## config.mk

```make
export PLATFORM = sky130hd
export DESIGN_NAME = multicycle_core_param_flat
export DESIGN_NICKNAME = d
export VERILOG_FILES = /design/src/rtl/multicycle_core_param_if.sv /design/src/rtl/multicycle_core_param.sv /design/src/flat_wrapper.sv
export SDC_FILE = /design/constraint.sdc
export NUM_CORES = 1
export LEC_CHECK = 0
export BUFFER_PORTS_ARGS = -buffer_cell sky130_fd_sc_hd__buf_2
export CAP_MARGIN = 10
export CORE_AREA = 3 3 100 102
export DETAILED_ROUTE_END_ITERATION = 7
export DIE_AREA = 0 0 103 105
export PLACE_DENSITY = 0.81
export SLEW_MARGIN = 15
export SYNTH_ARGS = -nofsm -noshare
export SYNTH_HDL_FRONTEND = slang
export SYNTH_SLANG_ARGS = --single-unit
```

## constraint.sdc

```tcl
create_clock -name clock -period 5.4 [get_ports clock]
set_clock_uncertainty 0.2 [all_clocks]
set_input_delay 0.81 -clock clock [delete_from_list [all_inputs] [get_ports clock]]
set_output_delay 0.81 -clock clock [all_outputs]
set_load 0.005 [all_outputs]
```

## src/rtl/multicycle_core_param_if.sv

```systemverilog
// Shared instruction/data memory port: request held with stable addr/we/wdata until the
// acknowledging edge; rdata is valid in the ack cycle.
interface multicycle_core_param_if #(
    parameter int DATA_W = 8
);
    logic              mem_req;
    logic              mem_we;
    logic [DATA_W-1:0] mem_addr;
    logic [DATA_W-1:0] mem_wdata;
    logic [DATA_W-1:0] mem_rdata;
    logic              mem_ack;

    modport master (
        output mem_req, mem_we, mem_addr, mem_wdata,
        input  mem_rdata, mem_ack
    );

    modport slave (
        input  mem_req, mem_we, mem_addr, mem_wdata,
        output mem_rdata, mem_ack
    );
endinterface

```

## src/rtl/multicycle_core_param.sv

```systemverilog
// Multicycle core (FSM, 4-entry RF, ALU, PC/IR/flags): 3-5 cycles per instruction plus one per memory wait cycle.
// Stalls in FETCH/MEM until mem_ack; MCORE_STEP_EN adds a step input that gates each fetch.
module multicycle_core_param #(
    parameter int                DATA_W   = 8,
    parameter logic [DATA_W-1:0] RESET_PC = '0
) (
    input  logic                    clock,
    input  logic                    reset,
`ifdef MCORE_STEP_EN
    input  logic                    step,
`endif
    multicycle_core_param_if.master mem,
    output logic [4*DATA_W-1:0]     regs_flat,
    output logic [DATA_W-1:0]       pc,
    output logic                    n_flag,
    output logic                    z_flag,
    output logic                    halted
);
    typedef enum logic [2:0] {S_FETCH, S_DECODE, S_EXEC, S_MEM, S_WB, S_HALT} state_t;

    localparam logic [DATA_W-1:0] ONE = DATA_W'(1);

    state_t            state, state_nxt;
    logic [7:0]        ir;
    logic [DATA_W-1:0] pc_q, a_q, b_q, alu_q, mdr_q, alu_res, br_off;
    logic [DATA_W-1:0] rf [4];
    logic              n_q, z_q;
    logic              fetch_go, xfer, br_taken;
    logic [3:0]        op;
    logic [1:0]        r1_sel, r2_sel, dst_sel;
    logic              is_load, is_store, is_add, is_sub, is_nand, is_ori, is_shift;
    logic              is_bz, is_bnz, is_bpz, is_stop, is_alu;

    assign op       = ir[3:0];
    assign r1_sel   = ir[7:6];
    assign r2_sel   = ir[5:4];
    assign is_load  = (op == 4'b0000);
    assign is_store = (op == 4'b0010);
    assign is_add   = (op == 4'b0100);
    assign is_sub   = (op == 4'b0110);
    assign is_nand  = (op == 4'b1000);
    assign is_ori   = (op[2:0] == 3'b111);
    assign is_shift = (op[2:0] == 3'b011);
    assign is_bz    = (op == 4'b0101);
    assign is_bnz   = (op == 4'b1001);
    assign is_bpz   = (op == 4'b1101);
    assign is_stop  = (op == 4'b0001);
    assign is_alu   = is_add | is_sub | is_nand | is_ori | is_shift;
    // ORI always reads and writes r1 regardless of the R1 field
    assign dst_sel  = is_ori ? 2'd1 : r1_sel;

    assign br_taken = (is_bz & z_q) | (is_bnz & ~z_q) | (is_bpz & ~n_q);
    assign br_off   = {{(DATA_W-4){ir[7]}}, ir[7:4]};
    assign xfer     = mem.mem_req & mem.mem_ack;

`ifdef MCORE_STEP_EN
    logic armed;
    assign fetch_go = armed;

    always_ff @(posedge clock or posedge reset) begin
        if (reset) begin
            armed <= 1'b0;
        end else if (state == S_FETCH) begin
            if (xfer)
                armed <= 1'b0;
            else if (step)
                armed <= 1'b1;
        end
    end
`else
    assign fetch_go = 1'b1;
`endif

    always_comb begin
        alu_res = a_q;
        if (is_add)
            alu_res = a_q + b_q;
        else if (is_sub)
            alu_res = a_q - b_q;
        else if (is_nand)
            alu_res = ~(a_q & b_q);
        else if (is_ori)
            alu_res = a_q | DATA_W'(ir[7:3]);
        else if (is_shift)
            alu_res = ir[5] ? (a_q >> ir[4:3]) : (a_q << ir[4:3]);
    end

    always_ff @(posedge clock or posedge reset) begin
        if (reset)
            state <= S_FETCH;
        else
            state <= state_nxt;
    end

    always_comb begin
        state_nxt     = state;
        mem.mem_req   = 1'b0;
        mem.mem_we    = 1'b0;
        mem.mem_addr  = pc_q;
        mem.mem_wdata = a_q;
        case (state)
            S_FETCH: begin
                mem.mem_req = fetch_go;
                if (fetch_go && mem.mem_ack)
                    state_nxt = S_DECODE;
            end
            S_DECODE: state_nxt = S_EXEC;
            S_EXEC: begin
                if (is_alu)
                    state_nxt = S_WB;
                else if (is_load || is_store)
                    state_nxt = S_MEM;
                else if (is_stop)
                    state_nxt = S_HALT;
                else
                    state_nxt = S_FETCH;
            end
            S_MEM: begin
                mem.mem_req  = 1'b1;
                mem.mem_we   = is_store;
                mem.mem_addr = b_q;
                if (mem.mem_ack)
                    state_nxt = is_load ? S_WB : S_FETCH;
            end
            S_WB:    state_nxt = S_FETCH;
            S_HALT:  state_nxt = S_HALT;
            default: state_nxt = S_FETCH;
        endcase
        // Request must fall with reset, not at the next edge
        if (reset)
            mem.mem_req = 1'b0;
    end

    always_ff @(posedge clock or posedge reset) begin
        if (reset) begin
            pc_q  <= RESET_PC;
            ir    <= '0;
            a_q   <= '0;
            b_q   <= '0;
            alu_q <= '0;
            mdr_q <= '0;
            n_q   <= 1'b0;
            z_q   <= 1'b0;
            for (int i = 0; i < 4; i++)
                rf[i] <= '0;
        end else begin
            case (state)
                S_FETCH: begin
                    if (xfer) begin
                        ir   <= mem.mem_rdata[7:0];
                        pc_q <= pc_q + ONE;
                    end
                end
                S_DECODE: begin
                    a_q <= rf[dst_sel];
                    b_q <= rf[r2_sel];
                end
                S_EXEC: begin
                    if (is_alu) begin
                        alu_q <= alu_res;
                        n_q   <= alu_res[DATA_W-1];
                        z_q   <= (alu_res == '0);
                    end
                    // pc already points past the branch, so the offset is relative to fetch addr+1
                    if (br_taken)
                        pc_q <= pc_q + br_off;
                end
                S_MEM: begin
                    if (xfer && is_load)
                        mdr_q <= mem.mem_rdata;
                end
                S_WB: rf[dst_sel] <= is_load ? mdr_q : alu_q;
                default: ;
            endcase
        end
    end

    assign regs_flat = {rf[3], rf[2], rf[1], rf[0]};
    assign pc        = pc_q;
    assign n_flag    = n_q;
    assign z_flag    = z_q;
    assign halted    = (state == S_HALT);
endmodule

```

## src/flat_wrapper.sv

```systemverilog
// flat-port wrapper written by rule: the top's interface ports become plain ports
module multicycle_core_param_flat 
#(
    parameter int                DATA_W   = 8,
    parameter logic [DATA_W-1:0] RESET_PC = '0
)
  (clock, reset, regs_flat, pc, n_flag, z_flag, halted, mem_mem_req, mem_mem_we, mem_mem_addr, mem_mem_wdata, mem_mem_rdata, mem_mem_ack);
  multicycle_core_param_if #(.DATA_W(DATA_W)) mem_i ();
  input  logic clock;
  input  logic reset;
  output logic [4*DATA_W-1:0] regs_flat;
  output logic [DATA_W-1:0] pc;
  output logic n_flag;
  output logic z_flag;
  output logic halted;
  output wire logic [$bits(mem_i.mem_req)-1:0] mem_mem_req;
  output wire logic [$bits(mem_i.mem_we)-1:0] mem_mem_we;
  output wire logic [$bits(mem_i.mem_addr)-1:0] mem_mem_addr;
  output wire logic [$bits(mem_i.mem_wdata)-1:0] mem_mem_wdata;
  input wire logic [$bits(mem_i.mem_rdata)-1:0] mem_mem_rdata;
  input wire logic [$bits(mem_i.mem_ack)-1:0] mem_mem_ack;
  assign mem_mem_req = mem_i.mem_req;
  assign mem_mem_we = mem_i.mem_we;
  assign mem_mem_addr = mem_i.mem_addr;
  assign mem_mem_wdata = mem_i.mem_wdata;
  assign mem_i.mem_rdata = mem_mem_rdata;
  assign mem_i.mem_ack = mem_mem_ack;
  multicycle_core_param #(.DATA_W(DATA_W), .RESET_PC(RESET_PC)) u_core (.clock(clock), .reset(reset), .mem(mem_i), .regs_flat(regs_flat), .pc(pc), .n_flag(n_flag), .z_flag(z_flag), .halted(halted));
endmodule
```

==> run_results.csv, run 1 <==
group,metric,value,unit
grt,grt_use_total,0.299,
sta,finalCritPeriodShare,0.672,
setup_path,r2r_cells,10,
sta,finalHoldViolations,0,
floorplan,start_util,0.591,
layout,final_cell_mix,"91 x nand2_1, 84 x o21ai_0, 84 x dfrtp_1",
power,pwr_density_cell,621,nW/um^2
clocking,ctsHoldBuffers,0,
setup_path,cp.required,5510,ps
setup_path,cp-end-kind,"flip-flop",
route,drt-initial-drc-count,598,
run_status,status,"complete, no violations",
grt,grt_overflow_total,0,
floorplan,ios,72,
synth,netlist_area,5440,um^2
placement,dp_cells,744,
placement,io_buffers,71,
power,irDropWorstVdd,0.000351,V
clocking,clock_path_buffers,2,
sta,setup-tns-final,0,ps
synth,synth_cells,592,
grt,antenna_found_initial,0,
clocking,cts_root_buf,"clkbuf_8",
sta,finalSetupViolCount,0,
hold_path,hold_depth,2,
placement,finalWeightedCongestion,0.978,
layout,antennaDiodeCount,0,
synth,synth_nets,629,
floorplan,die_height,105,um
layout,fin_nets,681,
floorplan,dieArea,10800,um^2
clocking,post_cts_resized,0,
clocking,numCtsBuffers,9,
clocking,insertion_delay,380,ps
grt,grt_pass1_wl,25100,um
route,viasPerCell,6.44,
hold_path,hold_path_class,"flip-flop to flip-flop",
sta,finalMaxSlewViolations,0,
sta,rsz0062_at_grt,"false",
placement,place_area,5820,um^2
synth,ys_seq_area_frac,0.387,
synth,ys_types,59,
clocking,cts_tree,"done",
sta,fin_crit,3630,ps
grt,grt_pass1_vias,4735,
layout,drive_above_1_share,0.211,
job,drv_cap,0,
setup_path,crit_arrival,3740,ps
power,leakagePower,2.84,nW
synth,avgSynthCellArea,9.18,um^2
clocking,htree_levels,3,
clocking,clk_pin_slew,110,ps
setup_path,critPathLaunchType,"flip-flop",
power,p_total,3.76,mW
route,dr.pass1.iters,5,
floorplan,row_count,35,
setup_path,worstPathMaxFanout,22,
route,vias,4892,
placement,dp_hpwl,11500,um
synth,ys_seq_elements,84,
synth,synthArstFlopShare,1.00,
route,wire_per_inst,20.4,um
layout,syn_to_final_growth,11.4,%
clocking,clkSinkCount,84,
route,wl,15500,um
grt,grt_max_degree,45,
sta,worst_pin_slew,984,ps
sta,timing.fmax,275,MHz
route,antenna_left,0,
setup_path,path_class,"flip-flop to flip-flop",
layout,final_common_cell,"nand2_1",
layout,final_cells,760,
sta,relSlewSlack,0.344,
synth,yosys_most_used_dff,"dfrtp_1",
floorplan,die_w,103,um
layout,nFillCells,745,
floorplan,core,9200,um^2
setup_path,reg2reg_slack,1770,ps
synth,yosysWarnings,0,
synth,synth_edf_count,0,
route,drcViolationCount,0,
clocking,postCtsSetupBuffers,0,
layout,fin_util,0.659,
layout,postLayoutCellArea,6060,um^2
## worst max-delay path, stage by stage, from the launching register on
cell	delay [ps]
dfrtp_1	1000
inv_1	280
nor3_1	400
ha_1	300
a21o_1	180
a21oi_1	230
nor2b_1	90
o21a_1	190
o41ai_1	310
mux2i_1	260
xnor2_1	130
## final timing paths
kind,startpoint,to
max,u_core.ir[5]$_DFFE_PP0P_,u_core.pc[7]$_DFFE_PP0P_
min,u_core.alu_q[1]$_DFFE_PP0P_,u_core.alu_q[1]$_DFFE_PP0P_
max reg2reg,u_core.ir[5]$_DFFE_PP0P_,u_core.pc[7]$_DFFE_PP0P_
min reg2reg,u_core.alu_q[1]$_DFFE_PP0P_,u_core.alu_q[1]$_DFFE_PP0P_
max in group asynchronous,reset,u_core.regs_flat[25]$_DFFE_PP0P_
min in group asynchronous,reset,u_core.b_q[1]$_DFFE_PP0P_
## synthesized netlist by cell type (all sizes together), types with 2 or more instances
cell type  count  area share
dfrtp         84        0.39
a21o           4      0.0055
a21oi         24       0.023
a221oi         2      0.0032
o21bai         3      0.0041
xor2           4      0.0064
buf           16       0.015
o21ai         84       0.077
a2111oi        3      0.0048
a211o          2      0.0032
or3            3      0.0035
nor3b          2      0.0046
a222oi         2      0.0037
o21a           2      0.0028
a221o          4      0.0074
inv           21       0.015
nor2b         12       0.014
a211oi         4      0.0055
clkbuf        19       0.013
mux2i         26       0.048
nand3b         4      0.0055
and2           4      0.0046
nand2b         8      0.0092
o221ai         9       0.015
mux4           9       0.037
nor3          13       0.013
nand3          6      0.0055
nand2         91       0.063
ha            23       0.053
a31oi          8      0.0092
o22ai          5      0.0058
xnor2          6      0.0097
nor2          34       0.023
fa             3       0.011
mux2          27       0.056
o311ai         2      0.0032
o31ai          2      0.0028
o41ai          2      0.0046
## final cells by class
cell class	count	area (um^2)	share of cell area
multi-input cells	452	3120	0.515
flip-flops and latches	84	2100	0.347
repair buffers	76	393	0.0649
well taps	111	139	0.0229
clock buffers	9	124	0.0205
clock inverters	7	103	0.0169
inverters	21	80.1	0.0132
## through the flow
stage | setup WS [ps] | hold slack, ps
after floorplan | 2220 | 249
after global placement | 1880 | 264
after detailed placement | 1760 | 272
after CTS | 1760 | 290
after global routing | 1430 | 341
final | 1770 | 284
## layer usage
| metal | vias up | track usage | routed length (um) |
|---|---|---|---|
| met1 | 2380 | 0.411 | 6420 |
| met2 | 228 | 0.473 | 7540 |
| met4 | 0 | 0.113 | 485 |
| li1 | 2237 | - | - |
| met5 | - | 0 | 0 |
| met3 | 47 | 0.0474 | 1080 |
## cells by family (layout without fill, tap and decap cells)
kind of cell / Yosys count / count (layout) / share of synthesized area
mux: 62 / 62 / 0.141
fa+ha+maj: 26 / 26 / 0.0640
simple gates: 184 / 184 / 0.155
xor+xnor: 10 / 10 / 0.0161
flops: 84 / 84 / 0.387
buf+inv: 56 / 113 / 0.0426
compound gates: 170 / 170 / 0.194
## flip-flops by register name, summed over array words and instances, names as in the netlist
register and cells:
u_core.alu_q 7, u_core.n_flag 1, u_core.state 3, u_core.b_q 8, u_core.z_flag 1, u_core.regs_flat 32
u_core.pc 8, u_core.mem.mem_wdata 8, u_core.mdr_q 8, u_core.ir 8
## power breakdown
group          switching [mW]  internal, mW
registers               0.422         0.856
clock network           0.263         0.268
logic                    1.11         0.848
total                    1.79          1.97
Note: power is estimated with default switching activity, not from simulation.
==> run 2, diff against run 1 <==
--- a/config.mk
+++ b/config.mk
@@ -7,10 +7,10 @@
 export LEC_CHECK = 0
 export BUFFER_PORTS_ARGS = -buffer_cell sky130_fd_sc_hd__buf_2
 export CAP_MARGIN = 10
-export CORE_AREA = 3 3 100 102
+export CORE_AREA = 3 3 106 108
 export DETAILED_ROUTE_END_ITERATION = 7
-export DIE_AREA = 0 0 103 105
-export PLACE_DENSITY = 0.81
+export DIE_AREA = 0 0 109 111
+export PLACE_DENSITY = 0.76
 export SLEW_MARGIN = 15
 export SYNTH_ARGS = -nofsm -noshare
 export SYNTH_HDL_FRONTEND = slang
==> constraint.sdc (replaced) <==
create_clock -name clock -period 3.3 [get_ports clock]
set_clock_uncertainty 0.2 [all_clocks]
set_input_delay 0.495 -clock clock [delete_from_list [all_inputs] [get_ports clock]]
set_output_delay 0.495 -clock clock [all_outputs]
set_load 0.005 [all_outputs]
==> run 2 against run 1 <==
Effect of this change:
- first-iteration DRC count is 35% lower
- wire length is 0.86% higher
- worst hold slack worse by 210 ps
- design area is 2.0% higher
- final cell count is 5.0% higher
- global-route usage is 3.1 points lower
==> run_results.csv, run 2 (synthesis gave the netlist of run 1 again) <==
group,metric,value,unit
clocking,clkSinkCount,84,
clocking,post_cts_resized,0,
floorplan,core,10300,um^2
run_status,status,"complete, no violations",
grt,met3_usage,0.0437,
setup_path,cp-end-kind,"flip-flop",
sta,worst_pin_slew,791,ps
layout,syn_to_final_growth,13.6,%
hold_path,hold_path_class,"input port to async pin",
sta,relSlewSlack,0.472,
clocking,htree_levels,3,
route,antenna_left,0,
layout,fin_nets,694,
grt,grt_use_met2,0.423,
clocking,ctsHoldBuffers,0,
layout,final_cell_mix,"91 x nand2_1, 84 x o21ai_0, 84 x dfrtp_1",
sta,fin_crit,3070,ps
layout,antennaDiodeCount,0,
job,drv_cap,0,
floorplan,start_util,0.526,
setup_path,path_class,"flip-flop to flip-flop",
sta,setup-tns-final,0,ps
setup_path,worstSetupEndpoint,"u_core.alu_q[6]$_DFFE_PP0P_",
route,viasPerCell,6.14,
setup_path,worstPathMaxFanout,8,
setup_path,startpoint,"u_core.mem.mem_wdata[0]$_DFFE_PP0P_",
sta,rsz0062_at_grt,"false",
sta,finalCritPeriodShare,0.929,
grt,grt_pass1_wl,25200,um
power,pwr_density_cell,1000,nW/um^2
setup_path,crit_arrival,3160,ps
route,wl,15700,um
grt,grt_overflow_total,0,
layout,final_common_cell,"nand2_1",
floorplan,row_count,37,
placement,dp_hpwl,11800,um
grt,gr-usage-met1,0.382,
route,wire_per_inst,19.6,um
power,irDropWorstVdd,0.000436,V
setup_path,reg2reg_slack,230,ps
layout,drive_above_1_share,0.227,
grt,grt_max_degree,45,
floorplan,die_w,109,um
grt,grt_use_total,0.268,
clocking,insertion_delay,370,ps
sta,finalMaxSlewViolations,0,
sta,finalSetupViolCount,0,
clocking,clk_pin_slew,100,ps
placement,io_buffers,71,
setup_path,critPathLaunchType,"flip-flop",
floorplan,dieArea,12100,um^2
sta,timing.hold.ws,76.5,ps
setup_path,r2r_end,"u_core.alu_q[6]$_DFFE_PP0P_",
grt,grt_pass1_vias,4634,
route,dr.pass1.iters,5,
clocking,numCtsBuffers,9,
route,vias,4901,
clocking,cts_tree,"done",
setup_path,r2r-start,"u_core.mem.mem_wdata[0]$_DFFE_PP0P_",
sta,finalHoldViolations,0,
placement,finalWeightedCongestion,0.945,
layout,largest_register_ffs,32,
clocking,clock_path_buffers,2,
setup_path,r2r_cells,9,
floorplan,ios,72,
grt,busiest_layer,"met2",
route,drt-initial-drc-count,390,
setup_path,cp.required,3400,ps
clocking,cts_root_buf,"clkbuf_8",
floorplan,die_height,111,um
power,leakagePower,2.90,nW
sta,timing.fmax,326,MHz
grt,antenna_found_initial,0,
route,drcViolationCount,0,
clocking,postCtsSetupBuffers,0,
run 2: worst max-delay path, stage by stage (launching register included):
cell      delay [ps]
dfrtp_1          490
ha_1             230
inv_1             80
fa_1             420
o21bai_1         140
a21oi_1           90
o311ai_0         420
o22ai_1          160
a211oi_1         520
mux2_2           250
run 2: metal layers:
metal  vias up  wire length [um]
met2       201              7660
met3        27               948
li1       2271                 -
met5         -                 0
met1      2402              6740
met4         0               309
run 2: through the flow:
stage               setup slack, ps  instances  cell area, um^2   util  total power, mW
floorplan                       261        592             5440      -             4.16
global placement                397        782             5960  0.578             5.23
detailed placement              309        782             5960  0.578             5.32
CTS                             306        798             6180  0.598             6.12
global route                   71.6        798             6180  0.598             6.62
finish                          233        798             6180  0.598             6.18
run 2: area by class of cell:
cell class | instances | area, um^2
repair buffers | 89 | 503
inverters | 21 | 80.1
flip-flops and latches | 84 | 2100
multi-input cells | 452 | 3110
well taps | 136 | 170
fillers | 880 | 4150
clock buffers | 10 | 138
clock inverters | 6 | 75.1
run 2: worst min-delay path by stage:
| stage | cells past startpoint | startpoint | slack (ps) | to |
|---|---|---|---|---|
| floorplan | 2 | u_core.alu_q[1]$_DFFE_PP0P_ | 250 | u_core.alu_q[1]$_DFFE_PP0P_ |
| global placement | 2 | u_core.alu_q[2]$_DFFE_PP0P_ | 270 | u_core.alu_q[2]$_DFFE_PP0P_ |
| detailed placement | 2 | u_core.alu_q[2]$_DFFE_PP0P_ | 280 | u_core.alu_q[2]$_DFFE_PP0P_ |
| CTS | 2 | reset | 100 | u_core.regs_flat[24]$_DFFE_PP0P_ |
| global route | 2 | reset | 130 | u_core.regs_flat[24]$_DFFE_PP0P_ |
| finish | 2 | reset | 80 | u_core.mem.mem_wdata[0]$_DFFE_PP0P_ |
run 2: power breakdown:
part           switching (mW)  internal (mW)  total [mW]  leakage (nW)
registers               0.488           1.40        1.89          1.11
logic                    2.02           1.46        3.48          1.68
clock network           0.420          0.384       0.804         0.106
total                    2.92           3.25        6.18          2.90
